==> src/rtl/fb_pkg.sv <==
`default_nettype none
// ----------------------------------------------------------------------------
// fb_pkg: shared state type and default burst/starvation limits for the
//         frame-buffer arbiter and the display fetch block.   Rev 1.0
// ----------------------------------------------------------------------------
package fb_pkg;

    typedef enum logic [1:0] {
        ST_IDLE    = 2'd0,
        ST_RD_CMD  = 2'd1,
        ST_RD_DATA = 2'd2,
        ST_WR_CMD  = 2'd3
    } fb_state_t;

    localparam int FB_BURST  = 16;
    localparam int FB_STARVE = 4;

endpackage
`default_nettype wire

==> src/rtl/fb_starve_cnt.sv <==
`default_nettype none
// ----------------------------------------------------------------------------
// fb_starve_cnt: saturating count of read grants taken while the writer waits.
// Rev 1.0
// ----------------------------------------------------------------------------
module fb_starve_cnt
    import fb_pkg::*;
#(
    parameter int STARVE = FB_STARVE
) (
    input  logic pixel_clk,
    input  logic pixel_rst_n,
    input  logic inc,
    input  logic clr,
    output logic sat
);

    localparam int CW = $clog2(STARVE + 1);

    logic [CW-1:0] cnt_q;
    logic [CW-1:0] cnt_d;

    assign sat = (cnt_q == CW'(STARVE));

    always_comb begin
        cnt_d = cnt_q;
        if (clr) begin
            cnt_d = '0;
        end else if (inc && !sat) begin
            cnt_d = cnt_q + CW'(1);
        end
    end

    always_ff @(posedge pixel_clk or negedge pixel_rst_n) begin
        if (!pixel_rst_n) begin
            cnt_q <= '0;
        end else begin
            cnt_q <= cnt_d;
        end
    end

endmodule
`default_nettype wire

==> src/rtl/fb_arbiter.sv <==
`default_nettype none
// ----------------------------------------------------------------------------
// fb_arbiter: arbitrates display burst reads and single-word writes onto one
//             memory port, with bounded writer starvation.   Rev 1.0
// ----------------------------------------------------------------------------
module fb_arbiter
    import fb_pkg::*;
#(
    parameter int AW     = 32,
    parameter int DW     = 32,
    parameter int BURST  = FB_BURST,
    parameter int STARVE = FB_STARVE
) (
    input  logic                    pixel_clk,
    input  logic                    pixel_rst_n,
    input  logic                    rd_req,
    input  logic [AW-1:0]           rd_addr,
    output logic                    rd_gnt,
    output logic [DW-1:0]           rd_data,
    output logic                    rd_valid,
    output logic                    rd_done,
    input  logic                    wr_req,
    input  logic [AW-1:0]           wr_addr,
    input  logic [DW-1:0]           wr_data,
    output logic                    wr_ack,
    output logic                    mem_read,
    output logic                    mem_write,
    output logic [AW-1:0]           mem_address,
    output logic [$clog2(BURST):0]  mem_burstcount,
    output logic [DW-1:0]           mem_writedata,
    input  logic                    mem_waitrequest,
    input  logic [DW-1:0]           mem_readdata,
    input  logic                    mem_readdatavalid
);

    localparam int BW = $clog2(BURST) + 1;

    fb_state_t      state_q;
    logic [BW-1:0]  beat_q;
    logic           mem_read_q;
    logic           mem_write_q;
    logic [AW-1:0]  addr_q;
    logic [DW-1:0]  wdata_q;
    logic [BW-1:0]  bcnt_q;

    logic           starve_sat;
    logic           sel_rd;
    logic           sel_wr;
    logic           rd_accept;
    logic           wr_accept;
    logic           last_beat;

    // Read wins a tie until the writer has been passed over STARVE times.
    assign sel_rd    = rd_req && !(wr_req && starve_sat);
    assign sel_wr    = wr_req && !sel_rd;
    assign rd_accept = (state_q == ST_RD_CMD) && !mem_waitrequest;
    assign wr_accept = (state_q == ST_WR_CMD) && !mem_waitrequest;
    assign last_beat = (beat_q == BW'(BURST - 1));

    // Beats are only forwarded while a burst is outstanding.
    assign rd_valid  = (state_q == ST_RD_DATA) && mem_readdatavalid;
    assign rd_data   = rd_valid ? mem_readdata : '0;
    assign rd_done   = rd_valid && last_beat;
    assign rd_gnt    = rd_accept;
    assign wr_ack    = wr_accept;

    assign mem_read       = mem_read_q;
    assign mem_write      = mem_write_q;
    assign mem_address    = addr_q;
    assign mem_burstcount = bcnt_q;
    assign mem_writedata  = wdata_q;

    fb_starve_cnt #(
        .STARVE      (STARVE)
    ) u_starve (
        .pixel_clk   (pixel_clk),
        .pixel_rst_n (pixel_rst_n),
        .inc         (rd_accept && wr_req),
        .clr         (wr_accept || (rd_accept && !wr_req)),
        .sat         (starve_sat)
    );

    always_ff @(posedge pixel_clk or negedge pixel_rst_n) begin
        if (!pixel_rst_n) begin
            state_q     <= ST_IDLE;
            beat_q      <= '0;
            mem_read_q  <= 1'b0;
            mem_write_q <= 1'b0;
            addr_q      <= '0;
            wdata_q     <= '0;
            bcnt_q      <= '0;
        end else begin
            case (state_q)
                ST_IDLE: begin
                    if (sel_rd) begin
                        state_q    <= ST_RD_CMD;
                        mem_read_q <= 1'b1;
                        addr_q     <= rd_addr;
                        bcnt_q     <= BW'(BURST);
                    end else if (sel_wr) begin
                        state_q     <= ST_WR_CMD;
                        mem_write_q <= 1'b1;
                        addr_q      <= wr_addr;
                        wdata_q     <= wr_data;
                        bcnt_q      <= BW'(1);
                    end
                end
                ST_RD_CMD: begin
                    if (!mem_waitrequest) begin
                        state_q    <= ST_RD_DATA;
                        mem_read_q <= 1'b0;
                        beat_q     <= '0;
                    end
                end
                ST_RD_DATA: begin
                    if (mem_readdatavalid) begin
                        if (last_beat) begin
                            state_q <= ST_IDLE;
                            beat_q  <= '0;
                        end else begin
                            beat_q  <= beat_q + BW'(1);
                        end
                    end
                end
                ST_WR_CMD: begin
                    if (!mem_waitrequest) begin
                        state_q     <= ST_IDLE;
                        mem_write_q <= 1'b0;
                    end
                end
                default: state_q <= ST_IDLE;
            endcase
        end
    end

endmodule
`default_nettype wire

==> config.mk <==
export PLATFORM = sky130hd
export DESIGN_NAME = fb_arbiter
export DESIGN_NICKNAME = d
export VERILOG_FILES = /design/src/rtl/fb_pkg.sv /design/src/rtl/fb_starve_cnt.sv /design/src/rtl/fb_arbiter.sv
export SDC_FILE = /design/constraint.sdc
export NUM_CORES = 1
export LEC_CHECK = 0
export BUFFER_PORTS_ARGS = -buffer_cell sky130_fd_sc_hd__clkbuf_2
export CORE_MARGIN = 3
export CORE_UTILIZATION = 25
export CTS_CLUSTER_SIZE = 25
export DETAILED_ROUTE_END_ITERATION = 10
export GPL_TIMING_DRIVEN = 0
export PLACE_DENSITY = 0.59
export SETUP_SLACK_MARGIN = 0.3
export SYNTH_ARGS = -nofsm -noshare
export SYNTH_HDL_FRONTEND = slang
export SYNTH_SLANG_ARGS = --single-unit
==> constraint.sdc <==
create_clock -name pixel_clk -period 1.8 [get_ports pixel_clk]
set_input_delay 0.36 -clock pixel_clk [delete_from_list [all_inputs] [get_ports pixel_clk]]
set_output_delay 0.36 -clock pixel_clk [all_outputs]
set_load 0.02 [all_outputs]
==> flow_summary_export.csv <==
group,metric,value,unit
placement,placed_cells,703,
worst_setup_path,cp_slowest_stage_delay,390,ps
global_routing,antenna_found_initial,0,
floorplan,chipWidth,124,microns
sta,hold_viol_final,0,
worst_setup_path,cp.arrival,1490,ps
worst_setup_path,r2r_cells,7,
global_routing,top_usage_layer,"met2",
layout,instances_no_fill,755,
layout,nets,712,
placement,gp_congestion,0.732,
yosys,synth_area,3480,sq um
layout,ff_latch_area,1950,sq um
power_and_ir_drop,pwr-share-clk,15.7,%
global_routing,grt_pass1_wl,18.8,mm
power_and_ir_drop,comb_power_share,54.2,%
layout,final_util,47.2,%
flow_run,max_cap_viol_count,0,
layout,antennaDiodeCount,0,
yosys,ys_seq_elements,78,
layout,area.growth.synth_to_final,82.3,%
yosys,synthFlopType,"dfrtp_1",
yosys,synth_cell_types,37,
floorplan,initial_utilization,25.9,%
cts,worstSkewPairLatency,330,ps
worst_setup_path,worst-path-max-fanout,8,
layout,layout-drive-gt1-share,68.7,%
detailed_routing,drt_iter0_markers,281,
cts,clockBufferDepth,2,
floorplan,core_area,13500,sq um
floorplan,die_area,15400,sq um
sta,fin_skew,7.18,ps
global_routing,grt.overflow.total,0,
yosys,yosysSeqAreaShare,56.1,%
sta,fmax,540,MHz
floorplan,die_y,124,microns
cts,numCtsBuffers,9,
cts,htreeDepth,3,
yosys,synth-warning-count,0,
worst_setup_path,crit_buf_inv,3,
detailed_routing,drtPass1Iterations,8,
global_routing,grt_max_degree,44,
yosys,async_flop_share,100,%
detailed_routing,ant_nets,0,
status,violations,"negative setup slack",
sta,max_slew.worst_pin.slew,529,ps
sta,setup_violations,62,
worst_setup_path,end_kind,"primary output",
sta,slew_violations,0,
global_routing,met1_usage,18.5,%
worst_setup_path,reg2reg_to,"mem_writedata[14]",
cts,cts_tree,"yes",
status,status,"finished, violations left",
detailed_routing,wl,12.8,mm
min_path,min_path_type,"in2async",
power_and_ir_drop,ir_drop,0.738,mV
detailed_routing,vias_per_cell,4.61,
global_routing,gr-usage-met2,28.7,%
layout,multi_input_area,1560,sq um
power_and_ir_drop,power_density,1630,nW/um^2
worst_setup_path,critPathTopFamily,"flip-flops",
worst_setup_path,crit_path_top_delay_cell,"dfrtp_1",
detailed_routing,drc_errors,0,
cts,root_buffer,"clkbuf_16",
cts,clk_pin_slew,60,ps
power_and_ir_drop,p_sw,4.07,mW
power_and_ir_drop,p_int,6.27,mW
placement,io_buffers,237,
global_routing,grtUsageTotal,16.3,%
worst_setup_path,regToRegSetupSlack,-40,ps
power_and_ir_drop,power,10.3,mW
sta,rsz0062_at_grt,"yes",
sta,setup_ws,-51.9,ps
worst_setup_path,r2r-start,"u_starve.cnt_q[1]",
layout,final_cell_mix,"clkbuf_2, dfrtp_1, inv_1, and2_4, a222oi_1",
worst_setup_path,path_cells,"nor2b_4, nand2_4, clkinv_8, clkbuf_8, and2_4, clkbuf_8",
worst_setup_path,crit_cells,6,
global_routing,use_met3,4.54,%
worst_setup_path,cp_common_cell,"clkbuf_8",
power_and_ir_drop,sw_frac_of_total,39.4,%
floorplan,num_rows,42,
power_and_ir_drop,power.leakage,3.37,nW
layout,nFillCells,1223,
worst_setup_path,crit_type,"reg2out",
detailed_routing,wl_per_cell,17.0,microns
sta,period_share,103,%
power_and_ir_drop,seq_power_share,30.1,%
placement,dp_hpwl,8.84,mm
yosys,postSynthCellCount,287,
floorplan,io-pin-count,241,
worst_setup_path,start_kind,"register",
sta,relSlewSlack,64.7,%
layout,layout_commonest_cell,"clkbuf_2",
yosys,synth_edf_count,0,
worst_setup_path,critPathRequiredTime,1440,ps
sta,fin_crit,1850,ps
yosys,syn_area_per_cell,12.1,sq um
detailed_routing,vias,3480,
cts,cts.sinks,78,
global_routing,grt_pass1_vias,3649,
-- how the worst max path moves through the flow --
stage,startpoint,end,slack (ps)
2_1_floorplan,u_starve.cnt_q[0],mem_writedata[0],40
3_3_place_gp,pixel_rst_n,state_q[0],-570
3_5_place_dp,rd_req,mem_address[19],-230
4_1_cts,u_starve.cnt_q[1],mem_writedata[16],-160
5_1_grt,state_q[0],rd_done,-110
6_report,state_q[1],rd_data[4],-50
-- worst reg2reg max path, cell delays in order (launching register included) --
cell and delay [ps]:
dfrtp_1 390, inv_2 80, ha_4 140, nand2_4 50, a2111oi_4 380, buf_4 210, buf_12 140, mux2_2 340
-- power groups by stage --
| stage | Clock (mW) | Combinational [mW] | Sequential, mW |
|---|---|---|---|
| 3_3_place_gp | 0 | 4.37 | 3.09 |
| 4_1_cts | 1.69 | 5.39 | 3.10 |
| 5_1_grt | 1.78 | 6.01 | 3.22 |
| 6_report | 1.63 | 5.60 | 3.11 |
| 3_5_place_dp | 0 | 4.47 | 3.12 |
| 2_1_floorplan | 0 | 1.99 | 3.99 |
-- flip-flops by register name, summed over array words and instances (netlist names) --
signal,count
beat_q,5
mem_address,32
mem_burstcount,2
mem_read,1
mem_write,1
mem_writedata,32
state_q,2
u_starve.cnt_q,3
-- repair_timing --
item,CTS,global route
endpoints found under the setup margin,106,109
pin swaps,54,7
buffers inserted,26,4
cloned,7,0
hold buffers,0,0
gates resized for setup,142,41
-- final cells by class --
cell class	instances	share of cell area, %
Clock inverter	2	0.158
Tap cell	176	3.47
Clock buffer	13	3.94
Sequential cell	78	30.8
Buffer	21	4.42
Timing Repair Buffer	275	30.1
Inverter	38	2.45
Multi-Input combinational cell	152	24.6
-- metrics by stage --
| stage | TNS (ps) | cell area [sq um] | hold WS, ps | setup WS (ps) |
|---|---|---|---|---|
| after CTS | -8180 | 6190 | 39.4 | -159 |
| after global routing | -6480 | 6340 | 61.1 | -107 |
| after detailed placement | -6730 | 5090 | 404 | -226 |
| final | -1640 | 6340 | 29.9 | -51.9 |
| after global placement | -36910 | 5060 | 463 | -568 |
| after floorplan | 0 | 3650 | 64.4 | 42.1 |
-- kinds of logic after synthesis --
| kind of cell | share of synthesized area [%] |
|---|---|
| compound gates | 13.6 |
| fa+ha+maj | 1.08 |
| buf+inv | 7.73 |
| flops | 56.1 |
| mux | 11.0 |
| other cells | 0.108 |
| simple gates | 10.4 |
-- cells in the mapped netlist, types with 2 or more instances --
cell       n  area, sq um
and2_1    33          206
ha_1       3         37.5
nand3_1    3         15.0
o21ai_0    4         20.0
buf_2      2         10.0
buf_6      2         22.5
a222oi_1  32          320
dfrtp_1   78         1950
nor2b_1    2         12.5
a21o_1     2         15.0
mux2_2    33          372
clkbuf_1   9         33.8
buf_4      8         60.1
a21oi_1    4         20.0
nor2_1     7         26.3
inv_1     37          139
nand2_1    8         30.0
-- layer usage --
| metal | wire [microns] | vias to the layer above |
|---|---|---|
| li1 | - | 1601 |
| met3 | 1200 | 15 |
| met2 | 6490 | 184 |
| met1 | 4830 | 1680 |
| met4 | 333 | 0 |
| met5 | 0 | - |
No activity file was read; power rests on OpenSTA's default activity.
